--- src/rtl/warp_diverge_stack_if.sv ---
// Branch/fetch/mask-update signal bundle for warp_diverge_stack.
// master = the divergence controller, slave = the environment around it.
interface warp_diverge_stack_if #(
  parameter int NUM_LANES = 8,
  parameter int DEPTH     = 4,
  parameter int PC_W      = 16
);
  localparam int DW = $clog2(DEPTH + 1);

  // Branch handshake: a branch transfers on a cycle where br_valid && br_ready.
  // br_taken/br_target/br_fallthru/br_reconv are only meaningful while br_valid.
  logic [NUM_LANES-1:0] cur_mask;
  logic                 br_valid;
  logic                 br_ready;
  logic [NUM_LANES-1:0] br_taken;
  logic [PC_W-1:0]      br_target;
  logic [PC_W-1:0]      br_fallthru;
  logic [PC_W-1:0]      br_reconv;
  logic                 pc_valid;
  logic [PC_W-1:0]      pc;
  logic                 mask_update;
  logic [NUM_LANES-1:0] mask_in;
  logic                 redirect_valid;
  logic [PC_W-1:0]      redirect_pc;
  logic [DW-1:0]        depth;
  logic                 full;
  logic [1:0]           dbg_state;

  modport master (
    input  cur_mask, br_valid, br_taken, br_target, br_fallthru, br_reconv,
           pc_valid, pc,
    output br_ready, mask_update, mask_in, redirect_valid, redirect_pc,
           depth, full, dbg_state
  );

  modport slave (
    output cur_mask, br_valid, br_taken, br_target, br_fallthru, br_reconv,
           pc_valid, pc,
    input  br_ready, mask_update, mask_in, redirect_valid, redirect_pc,
           depth, full, dbg_state
  );
endinterface

--- src/rtl/warp_diverge_stack.sv ---
// SIMT divergence/reconvergence stack: narrows the warp mask on divergent
// branches and walks then -> else -> full mask at the reconvergence PC.
module warp_diverge_stack #(
  parameter int NUM_LANES = 8,
  parameter int DEPTH     = 4,
  parameter int PC_W      = 16
) (
  input logic                 clk,
  input logic                 rst,
  warp_diverge_stack_if.master bus
);
  localparam int DW = $clog2(DEPTH + 1);
  localparam int IW = (DEPTH > 1) ? $clog2(DEPTH) : 1;

  typedef enum logic [1:0] {
    IDLE       = 2'd0,
    WAIT_PULSE = 2'd1,
    WAIT_LATCH = 2'd2
  } state_t;

  state_t state, state_nxt;

  logic [PC_W-1:0]      ent_reconv [DEPTH];
  logic [NUM_LANES-1:0] ent_full   [DEPTH];
  logic [NUM_LANES-1:0] ent_emask  [DEPTH];
  logic [PC_W-1:0]      ent_epc    [DEPTH];
  logic                 ent_else   [DEPTH];

  logic [DW-1:0]        depth_q;
  logic                 mask_update_q, redirect_valid_q;
  logic [NUM_LANES-1:0] mask_in_q;
  logic [PC_W-1:0]      redirect_pc_q;

  logic [IW-1:0]        push_idx, top_idx;
  logic                 full_w, hit, ready_w, accept;
  logic [NUM_LANES-1:0] t_mask, n_mask;

  logic                 do_push, do_pop, do_else;
  logic                 mu_nxt, rv_nxt;
  logic [NUM_LANES-1:0] mi_nxt;
  logic [PC_W-1:0]      rp_nxt;

  assign push_idx = IW'(depth_q);
  assign top_idx  = IW'(depth_q - DW'(1));
  assign full_w   = (depth_q == DW'(DEPTH));
  // Hit detection is only live in IDLE so WAIT hides a stale cur_mask/pc.
  assign hit      = (state == IDLE) && bus.pc_valid && (depth_q != '0) &&
                    (bus.pc == ent_reconv[top_idx]);
  assign ready_w  = (state == IDLE) && !full_w && !hit;
  assign accept   = bus.br_valid && ready_w;
  assign t_mask   = bus.br_taken & bus.cur_mask;
  assign n_mask   = ~bus.br_taken & bus.cur_mask;

  always_ff @(posedge clk or posedge rst) begin
    if (rst) state <= IDLE;
    else     state <= state_nxt;
  end

  always_comb begin
    state_nxt = state;
    do_push   = 1'b0;
    do_pop    = 1'b0;
    do_else   = 1'b0;
    mu_nxt    = 1'b0;
    rv_nxt    = 1'b0;
    mi_nxt    = mask_in_q;
    rp_nxt    = redirect_pc_q;
    case (state)
      IDLE: begin
        if (hit) begin
          mu_nxt    = 1'b1;
          state_nxt = WAIT_PULSE;
          if (ent_else[top_idx]) begin
            do_pop = 1'b1;
            mi_nxt = ent_full[top_idx];
          end else begin
            do_else = 1'b1;
            mi_nxt  = ent_emask[top_idx];
            rv_nxt  = 1'b1;
            rp_nxt  = ent_epc[top_idx];
          end
        end else if (accept) begin
          rv_nxt = 1'b1;
          if (t_mask != '0 && n_mask != '0) begin
            do_push   = 1'b1;
            mu_nxt    = 1'b1;
            mi_nxt    = t_mask;
            rp_nxt    = bus.br_target;
            state_nxt = WAIT_PULSE;
          end else if (t_mask != '0) begin
            rp_nxt = bus.br_target;
          end else begin
            rp_nxt = bus.br_fallthru;
          end
        end
      end
      WAIT_PULSE: state_nxt = WAIT_LATCH;
      WAIT_LATCH: state_nxt = IDLE;
      default:    state_nxt = IDLE;
    endcase
  end

  always_ff @(posedge clk or posedge rst) begin
    if (rst) begin
      depth_q          <= '0;
      mask_update_q    <= 1'b0;
      mask_in_q        <= '0;
      redirect_valid_q <= 1'b0;
      redirect_pc_q    <= '0;
      for (int i = 0; i < DEPTH; i++) begin
        ent_reconv[i] <= '0;
        ent_full[i]   <= '0;
        ent_emask[i]  <= '0;
        ent_epc[i]    <= '0;
        ent_else[i]   <= 1'b0;
      end
    end else begin
      mask_update_q    <= mu_nxt;
      mask_in_q        <= mi_nxt;
      redirect_valid_q <= rv_nxt;
      redirect_pc_q    <= rp_nxt;
      if (do_push) begin
        ent_reconv[push_idx] <= bus.br_reconv;
        ent_full[push_idx]   <= bus.cur_mask;
        ent_emask[push_idx]  <= n_mask;
        ent_epc[push_idx]    <= bus.br_fallthru;
        ent_else[push_idx]   <= 1'b0;
        depth_q              <= depth_q + DW'(1);
      end
      if (do_else) ent_else[top_idx] <= 1'b1;
      if (do_pop) begin
        ent_else[top_idx] <= 1'b0;
        depth_q           <= depth_q - DW'(1);
      end
    end
  end

  assign bus.br_ready       = ready_w;
  assign bus.mask_update    = mask_update_q;
  assign bus.mask_in        = mask_in_q;
  assign bus.redirect_valid = redirect_valid_q;
  assign bus.redirect_pc    = redirect_pc_q;
  assign bus.depth          = depth_q;
  assign bus.full           = full_w;
  assign bus.dbg_state      = state;
endmodule

--- src/flat_wrapper.sv ---
// flat-port wrapper written by rule: the top's interface ports become plain ports
module warp_diverge_stack_flat 
#(
  parameter int NUM_LANES = 8,
  parameter int DEPTH     = 4,
  parameter int PC_W      = 16
)
  (clk, rst, bus_cur_mask, bus_br_valid, bus_br_taken, bus_br_target, bus_br_fallthru, bus_br_reconv, bus_pc_valid, bus_pc, bus_br_ready, bus_mask_update, bus_mask_in, bus_redirect_valid, bus_redirect_pc, bus_depth, bus_full, bus_dbg_state);
  warp_diverge_stack_if #(.NUM_LANES(NUM_LANES), .DEPTH(DEPTH), .PC_W(PC_W)) bus_i ();
  input logic clk;
  input logic rst;
  input wire logic [$bits(bus_i.cur_mask)-1:0] bus_cur_mask;
  input wire logic [$bits(bus_i.br_valid)-1:0] bus_br_valid;
  input wire logic [$bits(bus_i.br_taken)-1:0] bus_br_taken;
  input wire logic [$bits(bus_i.br_target)-1:0] bus_br_target;
  input wire logic [$bits(bus_i.br_fallthru)-1:0] bus_br_fallthru;
  input wire logic [$bits(bus_i.br_reconv)-1:0] bus_br_reconv;
  input wire logic [$bits(bus_i.pc_valid)-1:0] bus_pc_valid;
  input wire logic [$bits(bus_i.pc)-1:0] bus_pc;
  output wire logic [$bits(bus_i.br_ready)-1:0] bus_br_ready;
  output wire logic [$bits(bus_i.mask_update)-1:0] bus_mask_update;
  output wire logic [$bits(bus_i.mask_in)-1:0] bus_mask_in;
  output wire logic [$bits(bus_i.redirect_valid)-1:0] bus_redirect_valid;
  output wire logic [$bits(bus_i.redirect_pc)-1:0] bus_redirect_pc;
  output wire logic [$bits(bus_i.depth)-1:0] bus_depth;
  output wire logic [$bits(bus_i.full)-1:0] bus_full;
  output wire logic [$bits(bus_i.dbg_state)-1:0] bus_dbg_state;
  assign bus_i.cur_mask = bus_cur_mask;
  assign bus_i.br_valid = bus_br_valid;
  assign bus_i.br_taken = bus_br_taken;
  assign bus_i.br_target = bus_br_target;
  assign bus_i.br_fallthru = bus_br_fallthru;
  assign bus_i.br_reconv = bus_br_reconv;
  assign bus_i.pc_valid = bus_pc_valid;
  assign bus_i.pc = bus_pc;
  assign bus_br_ready = bus_i.br_ready;
  assign bus_mask_update = bus_i.mask_update;
  assign bus_mask_in = bus_i.mask_in;
  assign bus_redirect_valid = bus_i.redirect_valid;
  assign bus_redirect_pc = bus_i.redirect_pc;
  assign bus_depth = bus_i.depth;
  assign bus_full = bus_i.full;
  assign bus_dbg_state = bus_i.dbg_state;
  warp_diverge_stack #(.NUM_LANES(NUM_LANES), .DEPTH(DEPTH), .PC_W(PC_W)) u_core (.clk(clk), .rst(rst), .bus(bus_i));
endmodule
--- config.mk ---
export PLATFORM = sky130hd
export DESIGN_NAME = warp_diverge_stack_flat
export DESIGN_NICKNAME = d
export VERILOG_FILES = /design/src/rtl/warp_diverge_stack_if.sv /design/src/rtl/warp_diverge_stack.sv /design/src/flat_wrapper.sv
export SDC_FILE = /design/constraint.sdc
export NUM_CORES = 1
export LEC_CHECK = 0
export ABC_AREA = 0
export ABC_CLOCK_PERIOD_IN_PS = 6640
export CORE_UTILIZATION = 25
export CTS_CLUSTER_SIZE = 28
export DETAILED_ROUTE_END_ITERATION = 10
export PLACE_DENSITY = 0.53
export SYNTH_ARGS = -nofsm -noshare
export SYNTH_HDL_FRONTEND = slang
export SYNTH_SLANG_ARGS = --single-unit
--- constraint.sdc ---
create_clock -name clk -period 6.64 [get_ports clk]
set_clock_uncertainty 0.05 [all_clocks]
set_input_delay 0.664 -clock clk [delete_from_list [all_inputs] [get_ports clk]]
set_output_delay 0.664 -clock clk [all_outputs]
set_load 0.01 [all_outputs]
==> reports/results.ini, run 1 <==
[yosys]
synth_seq_cells = 227
synth_cells = 782
avgSynthCellArea_um2 = 13.6
netlist_area_um2 = 10700
synth_warnings = 0
synth_edf_count = 0
synth_nets = 871
synthFlopType = dfrtp_1
ys_seq_area_frac = 0.533
synth.distinct_cells = 43
synthArstFlopShare = 1.00

[sta]
post-route-min-period_ns = 5.12
fmax_mhz = 195
relSlewSlack = 0.147
hold_viol_final = 0
slew_violations = 0
grt_setup_unrepaired = false
whs_ns = 0.415
min_period_over_period = 0.771
setup-violations-final = 0
setup_tns_ns = 0
max_slew.worst_pin.slew_ns = 1.27

[critical_path]
cp_slowest_cell = ha_4
crit_required_ns = 5.93
timing.rr.start = u_core.bus.depth[0]
crit_type = reg -> out
crit_arrival_ns = 4.40
rr_endpoint = u_core.ent_epc[21]
max_stage_delay_ns = 0.75
worstRegToRegCells = 8
path_max_fanout = 38
crit_path_cell_trace = inv_1, ha_4, mux2_2, a221o_1, a21boi_0, o2111ai_1, nor2_2, buf_4, nor2b_1, clkdlybuf4s50_1
r2r_slack_ns = 1.68
path_buf_inv = 3
worstSetupEndpointType = primary output
cp_top_family = buffers and inverters
cp-start-kind = flip-flop

[power_and_ir_drop]
power_w = 0.00661
p_seq_frac = 0.367
peakVddDrop_v = 0.000208
p_int_w = 0.00450
netSwitchingFraction = 0.319
powerDensity_nw_per_um2 = 497
netSwitchingPower_w = 0.00211
power_frac_clock = 0.234
pwr-share-comb = 0.399
power_leakage_nw = 5.57

[drt]
viasPerCell = 4.69
vias = 6765
dr.first_iter.drc_count = 405
wire_per_inst_um = 19.1
dr.max_layer_used = met5
dr.pass1.iters = 4
met2_length_um = 12700
finalWirelength_um = 27600
ant_nets = 0
wl_met3_um = 1380
drt-met1-wl_um = 13000
drcViolationCount = 0

[clock_tree]
cts_max_level = 1
worstSkewPairLatency_ns = 0.53
cts-root-buf = clkbuf_16
clock_path_buffers = 3
cts_setup_buffers = 0
hold_buffers = 0
cts_buffers = 27
clock_sinks = 227
path_clk_slew_ns = 0.06
cts_resized = 0
cts_tree = built

[global_routing]
grt_max_degree = 155
overflow = 0
grt_pass1_vias = 7121
grt_usage = 0.127
grt_pass1_wl_um = 43300
antenna_found_initial = 1

[cells_and_area]
final_cell_mix = dfrtp_1 (226), mux2_2 (144), clkdlybuf4s50_1 (116), nand2_1 (69), mux2i_1 (56)
multiInputGateArea_um2 = 4640
finalInstanceArea_um2 = 13300
drive_above_1_share = 0.298
final-seq-area_um2 = 5680
antenna_cells = 0
area_delta_synth_final_pct = 24.7
fillers = 4180
fin_nets = 975
layout_commonest_cell = dfrtp_1

[floorplan]
floorplan.initialDensity = 0.254
core_um2 = 42000
die_h_um = 208
die_area_um2 = 43500
io_pins = 117
num_rows = 75
die_w_um = 208

[placement]
dp_hpwl_um = 17900
globalplace.congestion = 0.752
io_buffers = 116
placed_area_um2 = 12400

[status]
status = complete, no violations

[job]
max_cap_viol_count = 0

[hold_path]
min_path_type = in -> async

## state kept, by name, indices dropped and copies added, names as in the netlist, 3 cells and up
| signal | count |
|---|---|
| u_core.ent_else | 4 |
| u_core.ent_epc | 64 |
| u_core.bus.redirect_pc | 16 |
| u_core.bus.depth | 3 |
| u_core.ent_full | 32 |
| u_core.ent_emask | 32 |
| u_core.ent_reconv | 64 |
| u_core.bus.mask_in | 8 |
## power groups by stage
stage | logic (W) | registers, W | clock network, W
floorplan | 0.00197 | 0.00233 | 0
global placement | 0.00264 | 0.00244 | 0
detailed placement | 0.00269 | 0.00245 | 0
CTS | 0.00269 | 0.00243 | 0.00159
global route | 0.00286 | 0.00251 | 0.00164
finish | 0.00264 | 0.00242 | 0.00154
## synthesized netlist by cell type, drive strengths merged (2+ instances only)
| library cell | instances | area, um^2 |
|---|---|---|
| o21ai | 20 | 100 |
| clkbuf | 28 | 105 |
| nor2 | 2 | 7.51 |
| or3 | 2 | 12.5 |
| nand2b | 10 | 62.6 |
| o221a | 16 | 180 |
| buf | 25 | 165 |
| and3 | 10 | 62.6 |
| mux2i | 56 | 561 |
| nor3 | 3 | 15.0 |
| nand3 | 17 | 85.1 |
| xnor2 | 18 | 158 |
| o2111ai | 2 | 17.5 |
| o31ai | 2 | 15.0 |
| dfrtp | 227 | 5680 |
| mux4 | 43 | 968 |
| nor2b | 3 | 18.8 |
| a22oi | 4 | 30.0 |
| a311oi | 3 | 26.3 |
| mux2 | 146 | 1650 |
| ha | 5 | 62.6 |
| inv | 22 | 82.6 |
| o211ai | 4 | 30.0 |
| nand4 | 6 | 37.5 |
| and4 | 2 | 17.5 |
| a211oi | 10 | 75.1 |
| and2 | 3 | 18.8 |
| nand2 | 70 | 263 |
| a21oi | 12 | 60.1 |
## per-layer routing
layer,vias up,GRT usage
met2,140,0.204
met4,2,0.0286
met1,3506,0.179
met3,43,0.0211
met5,-,0
li1,3074,-
## metrics by stage
step | setup WS [ns] | instances | util
global route | 1.33 | 1443 | 0.316
finish | 1.52 | 1443 | 0.316
global placement | 1.65 | 1396 | 0.294
detailed placement | 1.59 | 1396 | 0.294
CTS | 1.48 | 1443 | 0.316
floorplan | 2.79 | 782 | -
## logic make-up after synthesis
group,synth area share
adder cells (fa/ha/maj),0.00587
flip-flops,0.533
multiplexers,0.298
AO/OA/AOI/OAI,0.0553
buffers and inverters,0.0335
XOR/XNOR,0.0156
AND/OR/NAND/NOR,0.0586
## area by class of cell
type | instances | share of cell area
Timing Repair Buffer | 128 | 0.0950
Clock buffer | 38 | 0.0607
Multi-Input combinational cell | 479 | 0.349
Tap cell | 539 | 0.0507
Clock inverter | 9 | 0.0101
Sequential cell | 227 | 0.427
Inverter | 23 | 0.00678
## worst reg2reg max path, stage by stage (launching register included)
cell and delay (ns):
dfrtp_4 0.61, inv_1 0.26, ha_4 0.25, a211oi_1 0.44, and2_1 0.82, o211a_1 0.63, and3_2 1.07, buf_4 0.37
mux2_2 0.36
## worst max-delay path by stage
stage	from	to	slack (ns)	cells past startpoint
6_report	u_core.bus.depth[0]	bus_br_ready	1.52	10
5_1_grt	u_core.bus.depth[0]	u_core.ent_epc[16]	1.33	8
3_5_place_dp	u_core.bus.depth[0]	u_core.ent_epc[21]	1.59	8
3_3_place_gp	u_core.bus.depth[0]	u_core.ent_epc[21]	1.65	8
4_1_cts	u_core.bus.depth[0]	bus_br_ready	1.48	10
2_1_floorplan	u_core.bus.depth[0]	bus_br_ready	2.79	14
Note: power is estimated with default switching activity, not from simulation.
==> run 2: changes to the inputs <==
--- a/config.mk
+++ b/config.mk
@@ -6,7 +6,7 @@
 export NUM_CORES = 1
 export LEC_CHECK = 0
 export ABC_AREA = 0
-export ABC_CLOCK_PERIOD_IN_PS = 6640
+export ABC_CLOCK_PERIOD_IN_PS = 4700
 export CORE_UTILIZATION = 25
 export CTS_CLUSTER_SIZE = 28
 export DETAILED_ROUTE_END_ITERATION = 10
==> constraint.sdc (replaced) <==
create_clock -name clk -period 4.7 [get_ports clk]
set_clock_uncertainty 0.05 [all_clocks]
set_input_delay 0.47 -clock clk [delete_from_list [all_inputs] [get_ports clk]]
set_output_delay 0.47 -clock clk [all_outputs]
set_load 0.01 [all_outputs]
==> run 2 against run 1 <==
Compared with the run above: flip-flop and latch count stayed put; cell count is 0.55% higher; hold slack worse by 0.056 ns; via count is 1.6% lower; register-to-register slack worse by 0.93 ns; total power is 41% higher; highest routed layer is now met4.
==> reports/results.ini, run 2 (synthesis results as in run 1) <==
[status]
status = complete, no violations

[power_and_ir_drop]
p_seq_frac = 0.362
pwr-share-comb = 0.410
powerDensity_nw_per_um2 = 699
power_frac_clock = 0.228
netSwitchingPower_w = 0.00297
power_w = 0.00933
power_leakage_nw = 5.60
p_int_w = 0.00636
peakVddDrop_v = 0.000385
netSwitchingFraction = 0.319

[placement]
io_buffers = 116
globalplace.congestion = 0.753
dp_hpwl_um = 18000
placed_area_um2 = 12400

[job]
max_cap_viol_count = 0

[global_routing]
antenna_found_initial = 0
grt_max_degree = 106
grt_pass1_wl_um = 43400
overflow = 0
grt_pass1_vias = 7150
grt_usage = 0.127

[hold_path]
min_path_type = in -> async

[cells_and_area]
finalInstanceArea_um2 = 13300
top_regs = u_core.ent_epc (64), u_core.ent_reconv (64)
drive_above_1_share = 0.298
layout_commonest_cell = dfrtp_1
antenna_cells = 0
fin_nets = 981
final_cell_mix = dfrtp_1 (226), mux2_2 (144), clkdlybuf4s50_1 (116), nand2_1 (69), mux2i_1 (56)
area_delta_synth_final_pct = 25.2

[drt]
wire_per_inst_um = 18.9
viasPerCell = 4.59
vias = 6658
drcViolationCount = 0
ant_nets = 0
dr.pass1.iters = 4
finalWirelength_um = 27400
dr.first_iter.drc_count = 349

[floorplan]
floorplan.initialDensity = 0.254
die_area_um2 = 43500
core_um2 = 42000
io_pins = 117
num_rows = 75
die_h_um = 208
die_w_um = 208

[sta]
min_period_over_period = 0.880
fmax_mhz = 242
slew_violations = 0
max_slew.worst_pin.slew_ns = 0.826
setup_tns_ns = 0
setup-violations-final = 0
post-route-min-period_ns = 4.13
relSlewSlack = 0.450
grt_setup_unrepaired = false
hold_viol_final = 0

[critical_path]
path_max_fanout = 27
worstSetupEndpointType = primary output
r2r_slack_ns = 0.75
timing.rr.start = u_core.bus.depth[1]
crit_required_ns = 4.18
rr_endpoint = u_core.ent_reconv[34]
worstRegToRegCells = 10
crit_arrival_ns = 3.61
cp-start-kind = flip-flop
crit_type = reg -> out

[clock_tree]
path_clk_slew_ns = 0.06
cts_resized = 0
hold_buffers = 0
cts-root-buf = clkbuf_16
cts_buffers = 27
cts_setup_buffers = 0
cts_tree = built
worstSkewPairLatency_ns = 0.54
clock_sinks = 227
cts_max_level = 1
clock_path_buffers = 3

==> run 2: power by group through the flow <==
stage / Sequential [W] / Clock [W] / Combinational [W]
3_5_place_dp: 0.00341 / 0 / 0.00390
6_report: 0.00337 / 0.00213 / 0.00383
5_1_grt: 0.00350 / 0.00228 / 0.00416
3_3_place_gp: 0.00339 / 0 / 0.00385
4_1_cts: 0.00338 / 0.00220 / 0.00391
2_1_floorplan: 0.00330 / 0 / 0.00279
==> run 2: stage by stage <==
step | instances | utilization | hold slack [ns] | setup WS, ns
floorplan | 782 | - | 0.390 | 0.886
global placement | 1402 | 0.296 | 0.405 | 0.811
detailed placement | 1402 | 0.296 | 0.408 | 0.755
CTS | 1451 | 0.318 | 0.368 | 0.482
global route | 1451 | 0.318 | 0.422 | 0.407
finish | 1451 | 0.318 | 0.359 | 0.565
==> run 2: how the worst max path moves through the flow <==
stage,startpoint,end,cells after the start
detailed placement,u_core.bus.depth[1],u_core.ent_reconv[34],10
finish,u_core.bus.depth[1],bus_br_ready,9
global route,u_core.bus.depth[1],bus_br_ready,9
floorplan,u_core.bus.depth[0],u_core.ent_epc[24],17
CTS,u_core.bus.depth[1],bus_br_ready,9
global placement,u_core.bus.depth[0],u_core.ent_reconv[32],9
==> run 2: layout make-up <==
class / instances / area [um^2]
clock buffers: 40 / 785
clock inverters: 9 / 126
fillers: 4187 / 28700
inverters: 23 / 90.1
multi-input cells: 479 / 4640
flip-flops and latches: 227 / 5680
well taps: 539 / 674
repair buffers: 134 / 1350
==> run 2: worst max-delay path, stage by stage, from the launching register on <==
cell and delay [ns]:
dfrtp_1 0.39, inv_1 0.13, ha_4 0.56, mux2_2 0.40, o2111ai_1 0.30, a211oi_1 0.10
o2111ai_1 0.23, nor2_2 0.10, nor2b_1 0.25, clkdlybuf4s50_1 0.60
==> run 2: metal layers <==
metal  track usage  share of wire  up-vias
li1              -              -     3078
met1         0.179           0.48     3433
met2         0.205           0.47      121
met3        0.0217          0.039       26
met4        0.0258          0.012        0
met5             0              0        -
==> run 3: changes to the inputs <==
--- a/config.mk
+++ b/config.mk
@@ -7,6 +7,7 @@
 export LEC_CHECK = 0
 export ABC_AREA = 0
 export ABC_CLOCK_PERIOD_IN_PS = 4700
+export CORE_ASPECT_RATIO = 2
 export CORE_UTILIZATION = 25
 export CTS_CLUSTER_SIZE = 28
 export DETAILED_ROUTE_END_ITERATION = 10
==> run 3 against run 2 <==
Compared with the run above: cell area is 0.48% lower; combinational power is 2% higher; critical endpoint is now u_core.ent_reconv[19]; count of clock-buffer cells in the layout is 8 lower.
==> reports/results.ini, run 3 (synthesis results as in run 1) <==
[drt]
vias = 6796
viasPerCell = 4.70
wire_per_inst_um = 20.2
dr.pass1.iters = 5
dr.first_iter.drc_count = 214
drcViolationCount = 0
ant_nets = 0
finalWirelength_um = 29200

[cells_and_area]
layout_commonest_cell = dfrtp_1
fin_nets = 979
final_cell_mix = dfrtp_1 (226), mux2_2 (144), clkdlybuf4s50_1 (116), nand2_1 (69), mux2i_1 (56)
top_regs = u_core.ent_epc (64), u_core.ent_reconv (64)
antenna_cells = 0
stdcell_count = 1446
drive_above_1_share = 0.300
area_delta_synth_final_pct = 24.6

[clock_tree]
cts_max_level = 1
cts_tree = built
clock_path_buffers = 3
cts_setup_buffers = 0
clock_sinks = 227
cts_resized = 0
cts_buffers = 22
cts-root-buf = clkbuf_16
path_clk_slew_ns = 0.07
worstSkewPairLatency_ns = 0.52
hold_buffers = 0

[sta]
post-route-min-period_ns = 4.18
hold_viol_final = 0
grt_setup_unrepaired = false
fmax_mhz = 239
slew_violations = 0
max_slew.worst_pin.slew_ns = 0.898
setup_tns_ns = 0
min_period_over_period = 0.889
relSlewSlack = 0.400
setup-violations-final = 0

[critical_path]
crit_required_ns = 5.05
worstSetupEndpointType = flip-flop
r2r_slack_ns = 0.52
path_max_fanout = 28
cp-start-kind = flip-flop
crit_type = reg -> reg
worstRegToRegCells = 10
crit_arrival_ns = 4.53
rr_endpoint = u_core.ent_reconv[19]
timing.rr.start = u_core.bus.depth[1]

[floorplan]
num_rows = 106
io_pins = 117
die_w_um = 148
core_um2 = 41900
floorplan.initialDensity = 0.254
die_area_um2 = 43500
die_h_um = 294

[status]
status = complete, no violations

[placement]
io_buffers = 116
dpl.cell_count = 1406
globalplace.congestion = 0.750
dp_hpwl_um = 19700

[global_routing]
grt_pass1_vias = 7563
antenna_found_initial = 0
grt_max_degree = 116
overflow = 0
grt_pass1_wl_um = 45600
grt_usage = 0.139

[power_and_ir_drop]
powerDensity_nw_per_um2 = 694
power_leakage_nw = 5.58
power_w = 0.00922
peakVddDrop_v = 0.000257

[hold_path]
holdCritStartpoint = u_core.ent_epc[55]
min_to = u_core.ent_epc[55]
min_path_cells = 2
min_path_type = reg -> reg

[job]
max_cap_viol_count = 0

## run 3: metrics by stage
stage | setup slack [ns] | hold WS (ns) | util | instance area (um^2)
4_1_cts | 0.468 | 0.429 | 0.317 | 13300
5_1_grt | 0.361 | 0.457 | 0.317 | 13300
3_5_place_dp | 0.484 | 0.412 | 0.298 | 12500
6_report | 0.522 | 0.422 | 0.317 | 13300
2_1_floorplan | 0.886 | 0.390 | - | 10700
3_3_place_gp | 0.552 | 0.403 | 0.298 | 12500
## run 3: per-layer routing
layer | part of all wire | GRT usage
met5 | 0 | 0
met4 | 0.028 | 0.0505
met3 | 0.029 | 0.0157
met2 | 0.56 | 0.268
met1 | 0.38 | 0.152
## run 3: how the worst max path moves through the flow
stage	slack [ns]	to	depth (start not counted)	from
floorplan	0.89	u_core.ent_epc[24]	17	u_core.bus.depth[0]
global placement	0.55	u_core.ent_reconv[23]	10	u_core.bus.depth[1]
detailed placement	0.48	u_core.ent_epc[19]	10	u_core.bus.depth[1]
CTS	0.47	u_core.ent_epc[20]	10	u_core.bus.depth[1]
global route	0.36	bus_br_ready	9	u_core.bus.depth[1]
finish	0.52	u_core.ent_reconv[19]	10	u_core.bus.depth[1]
## run 3: area by class of cell
cell class              instances  area (um^2)
fillers                      4265        28600
flip-flops and latches        227         5680
multi-input cells             479         4640
repair buffers                137         1410
clock buffers                  32          689
well taps                     540          676
clock inverters                 8         96.3
inverters                      23         90.1
## run 3: power breakdown
group          total (W)  internal [W]  switching [W]
logic            0.00392       0.00217        0.00175
registers        0.00338       0.00289       0.000492
clock network    0.00192       0.00113       0.000785
## run 3: worst max-delay path, stage by stage, from the launching register on
cell and delay (ns):
dfrtp_1 0.39, inv_1 0.13, ha_4 0.59, mux4_2 0.38
xnor2_1 0.39, and4_1 0.29, nand4_1 0.10, or3_1 0.56
and3_2 0.54, buf_12 0.30, mux2_2 0.29
